## src/rtl/sr.sv

```systemverilog
// sr: 8-bit accumulating result register for the CPU datapath.
// One ALU operation on (R, Dsrin) is captured per enabled clock edge.
module sr (
  input  logic       CLK,
  input  logic       RST,
  input  logic       ISUMn,
  input  logic       ISUBn,
  input  logic       IMULn,
  input  logic       IDIVn,
  input  logic       ISHLn,
  input  logic       ISHRn,
  input  logic       ESRn,
  input  logic [7:0] Dsrin,
  output logic [7:0] Dout
);

  typedef enum logic [2:0] {
    OP_LD,
    OP_SUM,
    OP_SUB,
    OP_MUL,
    OP_DIV,
    OP_SHL,
    OP_SHR
  } op_e;

  logic [7:0] r_acc;
  op_e        w_op;
  logic [7:0] w_sum;
  logic [7:0] w_sub;
  logic [7:0] w_mul;
  logic [7:0] w_div;
  logic [7:0] w_shl;
  logic [7:0] w_shr;
  logic [7:0] w_next;
  logic [8:0] w_rem;

  // Several strobes may be low at once; earlier ones win.
  always_comb begin
    w_op = OP_LD;
    priority case (1'b1)
      !ISUMn: w_op = OP_SUM;
      !ISUBn: w_op = OP_SUB;
      !IMULn: w_op = OP_MUL;
      !IDIVn: w_op = OP_DIV;
      !ISHLn: w_op = OP_SHL;
      !ISHRn: w_op = OP_SHR;
      default: w_op = OP_LD;
    endcase
  end

  assign w_sum = r_acc + Dsrin;
  assign w_sub = r_acc - Dsrin;
  assign w_mul = r_acc * Dsrin;
  assign w_shl = r_acc << Dsrin[2:0];
  assign w_shr = r_acc >> Dsrin[2:0];

  // Unrolled restoring divider; a zero divisor yields all-ones.
  always_comb begin
    w_rem = 9'd0;
    w_div = 8'd0;
    for (int i = 7; i >= 0; i--) begin
      w_rem = {w_rem[7:0], r_acc[i]};
      if (w_rem >= {1'b0, Dsrin}) begin
        w_rem    = w_rem - {1'b0, Dsrin};
        w_div[i] = 1'b1;
      end
    end
    if (Dsrin == 8'd0) w_div = 8'hFF;
  end

  always_comb begin
    w_next = Dsrin;
    unique case (w_op)
      OP_SUM:  w_next = w_sum;
      OP_SUB:  w_next = w_sub;
      OP_MUL:  w_next = w_mul;
      OP_DIV:  w_next = w_div;
      OP_SHL:  w_next = w_shl;
      OP_SHR:  w_next = w_shr;
      default: w_next = Dsrin;
    endcase
  end

  always_ff @(posedge CLK or posedge RST) begin
    if (RST)        r_acc <= 8'h00;
    else if (!ESRn) r_acc <= w_next;
  end

  assign Dout = r_acc;

endmodule

```

## config.mk

```make
export PLATFORM = sky130hd
export DESIGN_NAME = sr
export DESIGN_NICKNAME = d
export VERILOG_FILES = /design/src/rtl/sr.sv
export SDC_FILE = /design/constraint.sdc
export NUM_CORES = 1
export LEC_CHECK = 0
export ABC_AREA = 1
export BUFFER_PORTS_ARGS = -buffer_cell sky130_fd_sc_hd__buf_2
export CAP_MARGIN = 20
export CORE_MARGIN = 2
export CORE_UTILIZATION = 60
export CTS_CLUSTER_DIAMETER = 100
export DETAILED_ROUTE_END_ITERATION = 8
export PLACE_DENSITY = 0.83
export SETUP_SLACK_MARGIN = 0.1
export SYNTH_ARGS = -nofsm -noshare
export SYNTH_HDL_FRONTEND = slang
export SYNTH_SLANG_ARGS = --single-unit
export TNS_END_PERCENT = 50
```

## constraint.sdc

```tcl
create_clock -name CLK -period 20.7 [get_ports CLK]
set_clock_uncertainty 0.15 [all_clocks]
set_input_delay 4.14 -clock CLK [delete_from_list [all_inputs] [get_ports CLK]]
set_output_delay 4.14 -clock CLK [all_outputs]
set_load 0.05 [all_outputs]
```

Word level (Yosys, flattened, before mapping). Index checks and enable logic that the tools add are counted.

Bits of input ports: 17. Output and inout bits: 8. Register bits after elaboration: 8. Word-level logic and storage cells: 51.

Magnitude comparators: 8. Multipliers: 1. Reduce and logical (&&, ||, !) cells: 1. Shift operators: 2. Equality and inequality tests: 6. Multiplexer cells: 23. Add/subtract/negate cells: 9.

Operators by type and width (count): 8-bit 2-to-1 mux (8); 9-bit by 8-bit >= comparator with 1-bit output (7); 8-bit subtractor (7); 8-bit case mux with 6 select lines (1); 3-bit 2-to-1 mux (6); 3-bit == test, second input constant (3); 8-bit adder (1); 1-bit by 8-bit >= comparator with 1-bit output (1); 8-bit zero test (1); 8-bit by 8-bit multiplier with 8-bit output (1); 1-bit 2-to-1 mux (8); 8-bit by 3-bit left shift with 8-bit output (1); 8-bit by 3-bit >> shifter with 8-bit output (1); 1-bit by 8-bit subtractor with 8-bit output (1); 3-bit by 2-bit == test with 1-bit output, second input constant (2); 3-bit by 1-bit == test with 1-bit output, second input constant (1).

Depth between registers and ports, before layout. Gate-level depths: netlist of the first run.

Depth in word-level cells: 18. Gate-level depth with buffers: 101. Depth with buffers taken out: 99.

Worst setup path after synthesis of the first run. OpenSTA, ideal clock, no wires.

Kind: input -> register. From: input Dsrin[0]. To: register r_acc[0], in the netlist Dout[0]. Data arrival time: 15575 ps. Path slack: 4858 ps. Path buffers: 3. Stages on the path: 92. Required time: 20434 ps. Path through: clkbuf_1 clkinv_1 ha_1 nand2_1 nand2_1 nand2_1 nor2_4 inv_2 o21ai_1 ha_1 nand3_1 nand2_1 nand2_1 nand2_1 nand2_1 nand2_2 inv_1 or2_1 [... 56 more ...] inv_2 buf_6 nand2_1 o21ai_1 ha_1 a21boi_0 o21ai_0 nand2_1 a21oi_1 o21bai_1 a21oi_1 o21bai_1 a221oi_1 nand3_1 nand2_1 nand2_1 nand2_1 nand2_1.

Word-level cells in the longest chain between the ends: 18. Elaborated cells between the ends (all ways): 31. Those cells by class: add/sub (9); mul (1); order compare (8); shift (2); mux (10); reduce/logical (1).

RTL lines: start: declaration (line 13) `input logic [7:0] Dsrin,`; 1-bit by 8-bit subtractor with 8-bit output / 1-bit by 8-bit >= comparator with 1-bit output (equally long branches) (line 65, 64); 8-bit 2-to-1 mux (line 64) `if (w_rem >= {1'b0, Dsrin}) begin`; 8-bit subtractor / 9-bit by 8-bit >= comparator with 1-bit output (equally long branches) (line 65, 64); 8-bit 2-to-1 mux (line 64); 8-bit subtractor / 9-bit by 8-bit >= comparator with 1-bit output (equally long branches) (line 65, 64); 8-bit 2-to-1 mux (line 64); 8-bit subtractor / 9-bit by 8-bit >= comparator with 1-bit output (equally long branches) (line 65, 64); 8-bit 2-to-1 mux (line 64); [... 2 more ...]; 8-bit subtractor / 9-bit by 8-bit >= comparator with 1-bit output (equally long branches) (line 65, 64); 8-bit 2-to-1 mux (line 64); 8-bit subtractor / 9-bit by 8-bit >= comparator with 1-bit output (equally long branches) (line 65, 64); 8-bit 2-to-1 mux (line 64); 9-bit by 8-bit >= comparator with 1-bit output (line 64); 1-bit 2-to-1 mux (line 64); 8-bit 2-to-1 mux (line 69) `if (Dsrin == 8'd0) w_div = 8'hFF;`; 8-bit case mux with 6 select lines (*) (line 74) `unique case (w_op)`; end signal: assignment (line 87) `else if (!ESRn) r_acc <= w_next;`; end: declaration (line 27) `logic [7:0] r_acc;`.

Mark *: on every way between the ends. The rest lies on a longest branch, timed or not. A chain may end at the register's enable or synchronous reset.

Worst setup path after layout of the first run. Ends and elaborated chain as after synthesis.

==> flow_summary.json, run 1 <==
{
  "hold_path.class": "flop to flop",
  "numPlacedInstances": 981,
  "grt_pass1_vias": 5238,
  "synth_seq_cells": 8,
  "routed.top_layer": "met4",
  "relSlewSlack_pct": 28.6,
  "post_cts_buffers": 0,
  "synth_edf_count": 0,
  "startpoint_type": "input port",
  "final_util_pct": 64.7,
  "cp_common_cell": "nand2_1",
  "stdcell_count": 984,
  "r2r-end": "Dout[0]$_DFFE_PP0N_",
  "grt-ovfl-total": 0,
  "yosysSeqAreaShare_pct": 3.66,
  "critPathKind": "input port to flop",
  "slowest_stage": "clkinv_1",
  "syn-cell-area_um2": 5470,
  "cts_tree": "built",
  "fmax_ghz": 0.0566,
  "critPathTopFamily": "simple AND/OR/NAND/NOR gates",
  "post-dp-hpwl_um": 11200,
  "yosysMostFrequentCell": "nand2_1",
  "cts-root-buf": "clkbuf_8",
  "grt_pass1_wl_um": 24100,
  "drive_above_1_share_pct": 9.47,
  "final-setup-viol-count": 0,
  "maxSlewViolCount": 0,
  "cp_num_buf_inv": 11,
  "min_to": "Dout[7]$_DFFE_PP0N_",
  "firstDrtPassIters": 5,
  "required_ps": 20670,
  "clk_pin_slew_ps": 40,
  "cts.sinks": 8,
  "clockBufferDepth": 2,
  "post-route-period-util_pct": 85.4,
  "num_vias": 5582,
  "largest_reg_flops": 8,
  "postSynth.asyncResetShare_pct": 100,
  "synth_nets": 991,
  "fin_tns_setup_ps": 0,
  "area_growth_pct": 3.64,
  "yosys_warnings": 0,
  "yosysTopAreaCell": "ha_1",
  "rows": 34,
  "cts_repair_resize_count": 0,
  "yosysUniqueCellTypes": 53,
  "syn_inst": 864,
  "synth_area_per_cell_um2": 6.33,
  "rsz0062_at_grt": "no",
  "antenna_found_initial": 0,
  "nNetsFinal": 1005,
  "min_period_ps": 17680,
  "synth_common_cells": "nand2_1, inv_1, ha_1, nor2_1, o21ai_0",
  "num_io_pins": 25,
  "drtAntennaViolNets": 0,
  "start_util_pct": 62.4,
  "antenna_cells": 0,
  "drt-total-wl_um": 14300,
  "arrival_ps": 17650,
  "drtIter0Drc": 421,
  "crit_fanout": 26,
  "core-area_um2": 8760,
  "cts-htree-levels": 1,
  "die_h_um": 99.5,
  "wl_met3_um": 1130,
  "cts_made_buffers": 3,
  "insertion_delay_ps": 240,
  "met1Wirelength_um": 6240,
  "drc": 0,
  "wl_met2_um": 6350,
  "rr_worst_depth": 91,
  "r2r_start": "Dout[7]$_DFFE_PP0N_",
  "fp.dieW_um": 99.5,
  "hold_viol": 0,
  "tightest_slew_ps": 1060,
  "die_area_um2": 9900,
  "status": "complete, no violations",
  "ctsHoldBuffers": 0,
  "synthTopCellsByArea": "ha_1, nand2_1, inv_1, fa_1, xor2_1",
  "max_stage_delay_ps": 470,
  "r2r_slack_ps": 7260,
  "min_path_cells": 2,
  "gp_congestion": 0.988,
  "vias_per_cell": 5.67,
  "grt_max_degree": 27,
  "hold_path.startpoint": "Dout[7]$_DFFE_PP0N_",
  "yosysTopAreaCellShare_pct": 20.8,
  "track_usage_pct": 29.7,
  "ys.flop_type": "dfrtp_1",
  "post_drt_wl_per_cell_um": 14.6,
  "numPortBuffers": 24,
  "end_kind": "flop",
  "drv_cap": 0
}
[layout make-up]
cell class | instances | area [µm²]
fillers | 845 | 3090
inverters | 162 | 616
multi-input cells | 679 | 4560
flip-flops and latches | 8 | 200
clock buffers | 3 | 41.3
well taps | 108 | 135
repair buffers | 24 | 120
[per-layer routing]
layer	GRT usage, %	vias up
li1	-	2827
met1	39.2	2477
met2	49.4	234
met3	3.09	44
met4	12.5	0
met5	0	-
[tightest hold or removal path, stage by stage (launching register included)]
cell	delay, ps
dfrtp_1	460
inv_1	130
o21ai_0	90
[through the flow]
stage                     setup WS (ps)  cell area [µm²]  hold WS [ps]
after global routing               1370             5670           577
after global placement             3380             5630           543
final                              3020             5670           574
after CTS                          3190             5670           562
after detailed placement           2980             5630           555
after floorplan                    4860             5470           719
[cell usage in the layout, fill, tap and decap left out, types with 3 or more instances in the layout]
cell type / count
nand2_1: 189
inv_1: 147
ha_1: 91
nor2_1: 76
o21ai_0: 55
a21oi_1: 48
xor2_1: 39
buf_2: 24
nand3_1: 19
fa_1: 19
o21ai_1: 16
xnor2_1: 15
nor3_1: 12
inv_2: 11
dfrtp_1: 8
nand2_2: 8
nand4_1: 8
o21bai_1: 7
nand2_4: 6
nand3_2: 6
nor2_4: 5
nor2_2: 5
or2_2: 5
o311ai_0: 5
a211oi_1: 5
o21a_1: 4
o211ai_1: 4
a21oi_2: 3
o22ai_1: 3
clkbuf_8: 3
[worst max path at each step]
stage | start | to | slack [ps] | depth (start not counted)
after detailed placement | Dsrin[0] | Dout[0]$_DFFE_PP0N_ | 2980 | 90
after floorplan | Dsrin[0] | Dout[0]$_DFFE_PP0N_ | 4860 | 92
after CTS | Dsrin[0] | Dout[0]$_DFFE_PP0N_ | 3190 | 90
final | Dsrin[0] | Dout[0]$_DFFE_PP0N_ | 3020 | 90
after global placement | Dsrin[0] | Dout[0]$_DFFE_PP0N_ | 3380 | 90
after global routing | Dsrin[0] | Dout[0]$_DFFE_PP0N_ | 1370 | 92
[cell families (layout without fill, tap and decap cells)]
group                    Yosys count  after routing  synth area share (%)
XOR/XNOR                          54             54                  8.65
AND/OR/NAND/NOR                  351            351                  29.5
adder cells (fa/ha/maj)          110            110                  27.8
buffers and inverters            177            189                  13.0
flip-flops                         8              8                  3.66
AO/OA/AOI/OAI                    164            164                  17.4
Power of run 1 is not shown: default switching activity piles up to over one toggle a cycle in this logic, so the estimate is an artifact.
==> inputs of run 2 (changes only) <==
BUFFER_PORTS_ARGS = -buffer_cell sky130_fd_sc_hd__clkbuf_2   (was -buffer_cell sky130_fd_sc_hd__buf_2)
==> flow_summary.json, run 2 (synthesis results as in run 1) <==
{
  "layout_common_cells": "nand2_1, inv_1, ha_1",
  "wl_met3_um": 1040,
  "cts.sinks": 8,
  "startpoint_type": "input port",
  "num_vias": 5554,
  "design_area_um2": 5670,
  "grt_max_degree": 27,
  "relSlewSlack_pct": 32.1,
  "die_area_um2": 9900,
  "drtIter0Drc": 393,
  "drtAntennaViolNets": 0,
  "final_util_pct": 64.7,
  "hold_ws_ps": 565,
  "maxSlewViolCount": 0,
  "ctsHoldBuffers": 0,
  "clk_pin_slew_ps": 40,
  "grt-ovfl-total": 0,
  "die_h_um": 99.5,
  "drt-total-wl_um": 14300,
  "drv_cap": 0,
  "place_area_um2": 5630,
  "wl_met2_um": 6500,
  "fp.dieW_um": 99.5,
  "vias_per_cell": 5.64,
  "post-route-period-util_pct": 85.6,
  "core-area_um2": 8760,
  "drc": 0,
  "hold_path.class": "flop to flop",
  "track_usage_pct": 29.5,
  "max_stage_delay_ps": 520,
  "cp_common_cell": "nand2_1",
  "slowest_stage": "clkbuf_2",
  "fmax_ghz": 0.0564,
  "critPathKind": "input port to flop",
  "antenna_cells": 0,
  "routed.top_layer": "met4",
  "required_ps": 20670,
  "grt_pass1_wl_um": 24100,
  "insertion_delay_ps": 230,
  "start_util_pct": 62.4,
  "post-dp-hpwl_um": 11100,
  "antenna_found_initial": 0,
  "drive_above_1_share_pct": 9.47,
  "numPortBuffers": 24,
  "arrival_ps": 17700,
  "grt_pass1_vias": 5203,
  "end_kind": "flop",
  "cts_repair_resize_count": 0,
  "met1Wirelength_um": 6410,
  "clockBufferDepth": 2,
  "cts_tree": "built",
  "area_growth_pct": 3.64,
  "rsz0062_at_grt": "no",
  "final-setup-viol-count": 0,
  "post_cts_buffers": 0,
  "gp_congestion": 0.990,
  "hold_viol": 0,
  "min_period_ps": 17730,
  "cts_made_buffers": 3,
  "largest_reg_flops": 8,
  "cts-htree-levels": 1,
  "crit_fanout": 26,
  "tightest_slew_ps": 1010,
  "post_drt_wl_per_cell_um": 14.6,
  "fin_tns_setup_ps": 0,
  "num_io_pins": 25,
  "firstDrtPassIters": 5,
  "cts-root-buf": "clkbuf_8",
  "nNetsFinal": 1005,
  "final_common_cell": "nand2_1",
  "rows": 34,
  "status": "complete, no violations"
}
[run 2: per-stage QoR]
step | worst slack, ps | cells
after global routing | 1210 | 984
final | 2970 | 984
after floorplan | 4860 | 864
after detailed placement | 2980 | 981
after global placement | 3300 | 981
after CTS | 3170 | 984
[run 2: area by class of cell]
type / count / area, µm²
repair buffers: 24 / 120
well taps: 108 / 135
flip-flops and latches: 8 / 200
fillers: 834 / 3090
inverters: 162 / 616
multi-input cells: 679 / 4560
clock buffers: 3 / 41.3
[run 2: path summary, 6_finish.rpt]
path,start,to,slack (ps),cells after the start
hold / removal,Dout[7]$_DFFE_PP0N_,Dout[7]$_DFFE_PP0N_,570,2
setup reg to reg,Dout[7]$_DFFE_PP0N_,Dout[0]$_DFFE_PP0N_,7320,93
min in group asynchronous,RST,Dout[1]$_DFFE_PP0N_,3700,2
max in group asynchronous,RST,Dout[5]$_DFFE_PP0N_,16440,2
hold reg to reg,Dout[7]$_DFFE_PP0N_,Dout[7]$_DFFE_PP0N_,570,2
setup / recovery,Dsrin[0],Dout[0]$_DFFE_PP0N_,2970,92
[run 2: layer usage]
metal / global-route usage, % / vias to the layer above
met4: 10.1 / 0
met3: 1.90 / 30
met2: 49.4 / 203
li1: - / 2822
met5: 0 / -
met1: 40.3 / 2499
[run 2: critical path: cells and delay by family]
kind / cells / cell delay [ps]
AND/OR/NAND/NOR: 44 / 4050
adder cells (fa/ha/maj): 8 / 2620
buffers and inverters: 10 / 1730
AO/OA/AOI/OAI: 30 / 5070
Power of run 2 is left out for the same reason.
==> inputs of run 3 (changes only) <==
CAP_MARGIN = unset   (was 20)
CORE_ASPECT_RATIO = 0.5   (was unset)
==> flow_summary.json, run 3 (synthesis results as in run 1) <==
{
  "critPathTopFamily": "compound AO/OA/AOI/OAI gates",
  "cts-htree-levels": 1,
  "area_growth_pct": 4.73,
  "drt-total-wl_um": 14600,
  "final-setup-viol-count": 0,
  "drv_cap": 0,
  "min_period_ps": 17750,
  "nFillCells": 812,
  "hold_path.class": "flop to flop",
  "clockBufferDepth": 2,
  "cts_made_buffers": 3,
  "fmax_ghz": 0.0563,
  "fp.dieW_um": 139,
  "insertion_delay_ps": 230,
  "r2r-end": "Dout[0]$_DFFE_PP0N_",
  "drtAntennaViolNets": 0,
  "drc": 0,
  "status": "complete, no violations",
  "rows": 24,
  "num_io_pins": 25,
  "antenna_cells": 0,
  "numPortBuffers": 24,
  "crit_cells": 93,
  "critPathKind": "input port to flop",
  "startpoint_type": "input port",
  "maxSlewViolCount": 0,
  "clk_pin_slew_ps": 40,
  "slowest_stage": "ha_1",
  "hold_path.startpoint": "Dout[2]$_DFFE_PP0N_",
  "cts.sinks": 8,
  "grt-ovfl-total": 0,
  "rr_worst_depth": 93,
  "grt.busiest_layer": "met2",
  "grt_max_degree": 27,
  "die_h_um": 71.5,
  "grt_use_met2_pct": 50.0,
  "relSlewSlack_pct": 28.1,
  "design_area_um2": 5730,
  "r2r_start": "Dout[7]$_DFFE_PP0N_",
  "cts_tree": "built",
  "cts_repair_resize_count": 0,
  "layout_common_cells": "nand2_1, inv_1, ha_1",
  "ctsHoldBuffers": 0,
  "drtIter0Drc": 578,
  "hold_viol": 0,
  "crit_start": "Dsrin[0]",
  "post_drt_wl_per_cell_um": 14.7,
  "cts-root-buf": "clkbuf_16",
  "required_ps": 20670,
  "cp-endpoint": "Dout[0]$_DFFE_PP0N_",
  "rsz0062_at_grt": "no",
  "grtUsageMet3_pct": 1.67,
  "cp_num_buf_inv": 11,
  "track_usage_pct": 29.5,
  "drive_above_1_share_pct": 9.68,
  "max_stage_delay_ps": 460,
  "hold_ws_ps": 475,
  "largest_reg_flops": 8,
  "crit_fanout": 26,
  "firstDrtPassIters": 6,
  "core-area_um2": 8770,
  "tightest_slew_ps": 1070,
  "grt_pass1_vias": 5186,
  "grt_pass1_wl_um": 24400,
  "die_area_um2": 9940,
  "antenna_found_initial": 0,
  "nNetsFinal": 1007,
  "end_kind": "flop",
  "place_area_um2": 5650,
  "global_route.usage.met1_pct": 42.5,
  "cp_common_cell": "nand2_1",
  "post-dp-hpwl_um": 11500,
  "final_common_cell": "nand2_1",
  "vias_per_cell": 5.66,
  "start_util_pct": 62.4,
  "r2r_slack_ps": 7070,
  "gp_congestion": 0.951,
  "arrival_ps": 17720,
  "post-route-period-util_pct": 85.8,
  "post_cts_buffers": 0,
  "fin_tns_setup_ps": 0,
  "num_vias": 5629
}
-- run 3: changes by cell type in the layout (fill, tap and decap cells not counted), sizes merged --
cell,change
buf,+2
-- run 3: final cells by class --
| class | count | area [µm²] | area share, % |
|---|---|---|---|
| Clock buffer | 3 | 75.1 | 1.31 |
| Inverter | 162 | 616 | 10.7 |
| Multi-Input combinational cell | 679 | 4560 | 79.5 |
| Sequential cell | 8 | 200 | 3.49 |
| Tap cell | 117 | 146 | 2.56 |
| Timing Repair Buffer | 26 | 135 | 2.36 |
-- run 3: tightest hold or removal path, cell delays in order, from the launching register on --
cell,delay (ps)
dfrtp_1,330
inv_1,90
o21ai_0,160
-- run 3: worst min path at each step --
stage | endpoint | slack, ps | cells past startpoint
after CTS | Dout[2]$_DFFE_PP0N_ | 480 | 2
final | Dout[2]$_DFFE_PP0N_ | 470 | 2
after global routing | Dout[2]$_DFFE_PP0N_ | 530 | 2
after floorplan | Dout[5]$_DFFE_PP0N_ | 720 | 2
after global placement | Dout[2]$_DFFE_PP0N_ | 460 | 2
after detailed placement | Dout[2]$_DFFE_PP0N_ | 470 | 2
-- run 3: per-stage QoR --
stage                     setup slack (ps)  instances  utilization, %
final                                 2950        995            65.3
after global routing                  1500        995            65.3
after CTS                             3110        995            65.3
after detailed placement              2920        992            64.5
after global placement                3410        992            64.5
after floorplan                       4860        864               -
-- run 3: per-layer routing --
metal  routed length, µm  share of wire, %
met1                6890                47
met2                6440                44
met3                1130               7.8
met4                 137              0.94
met5                   0                 0
Power of run 3 is left out for the same reason.
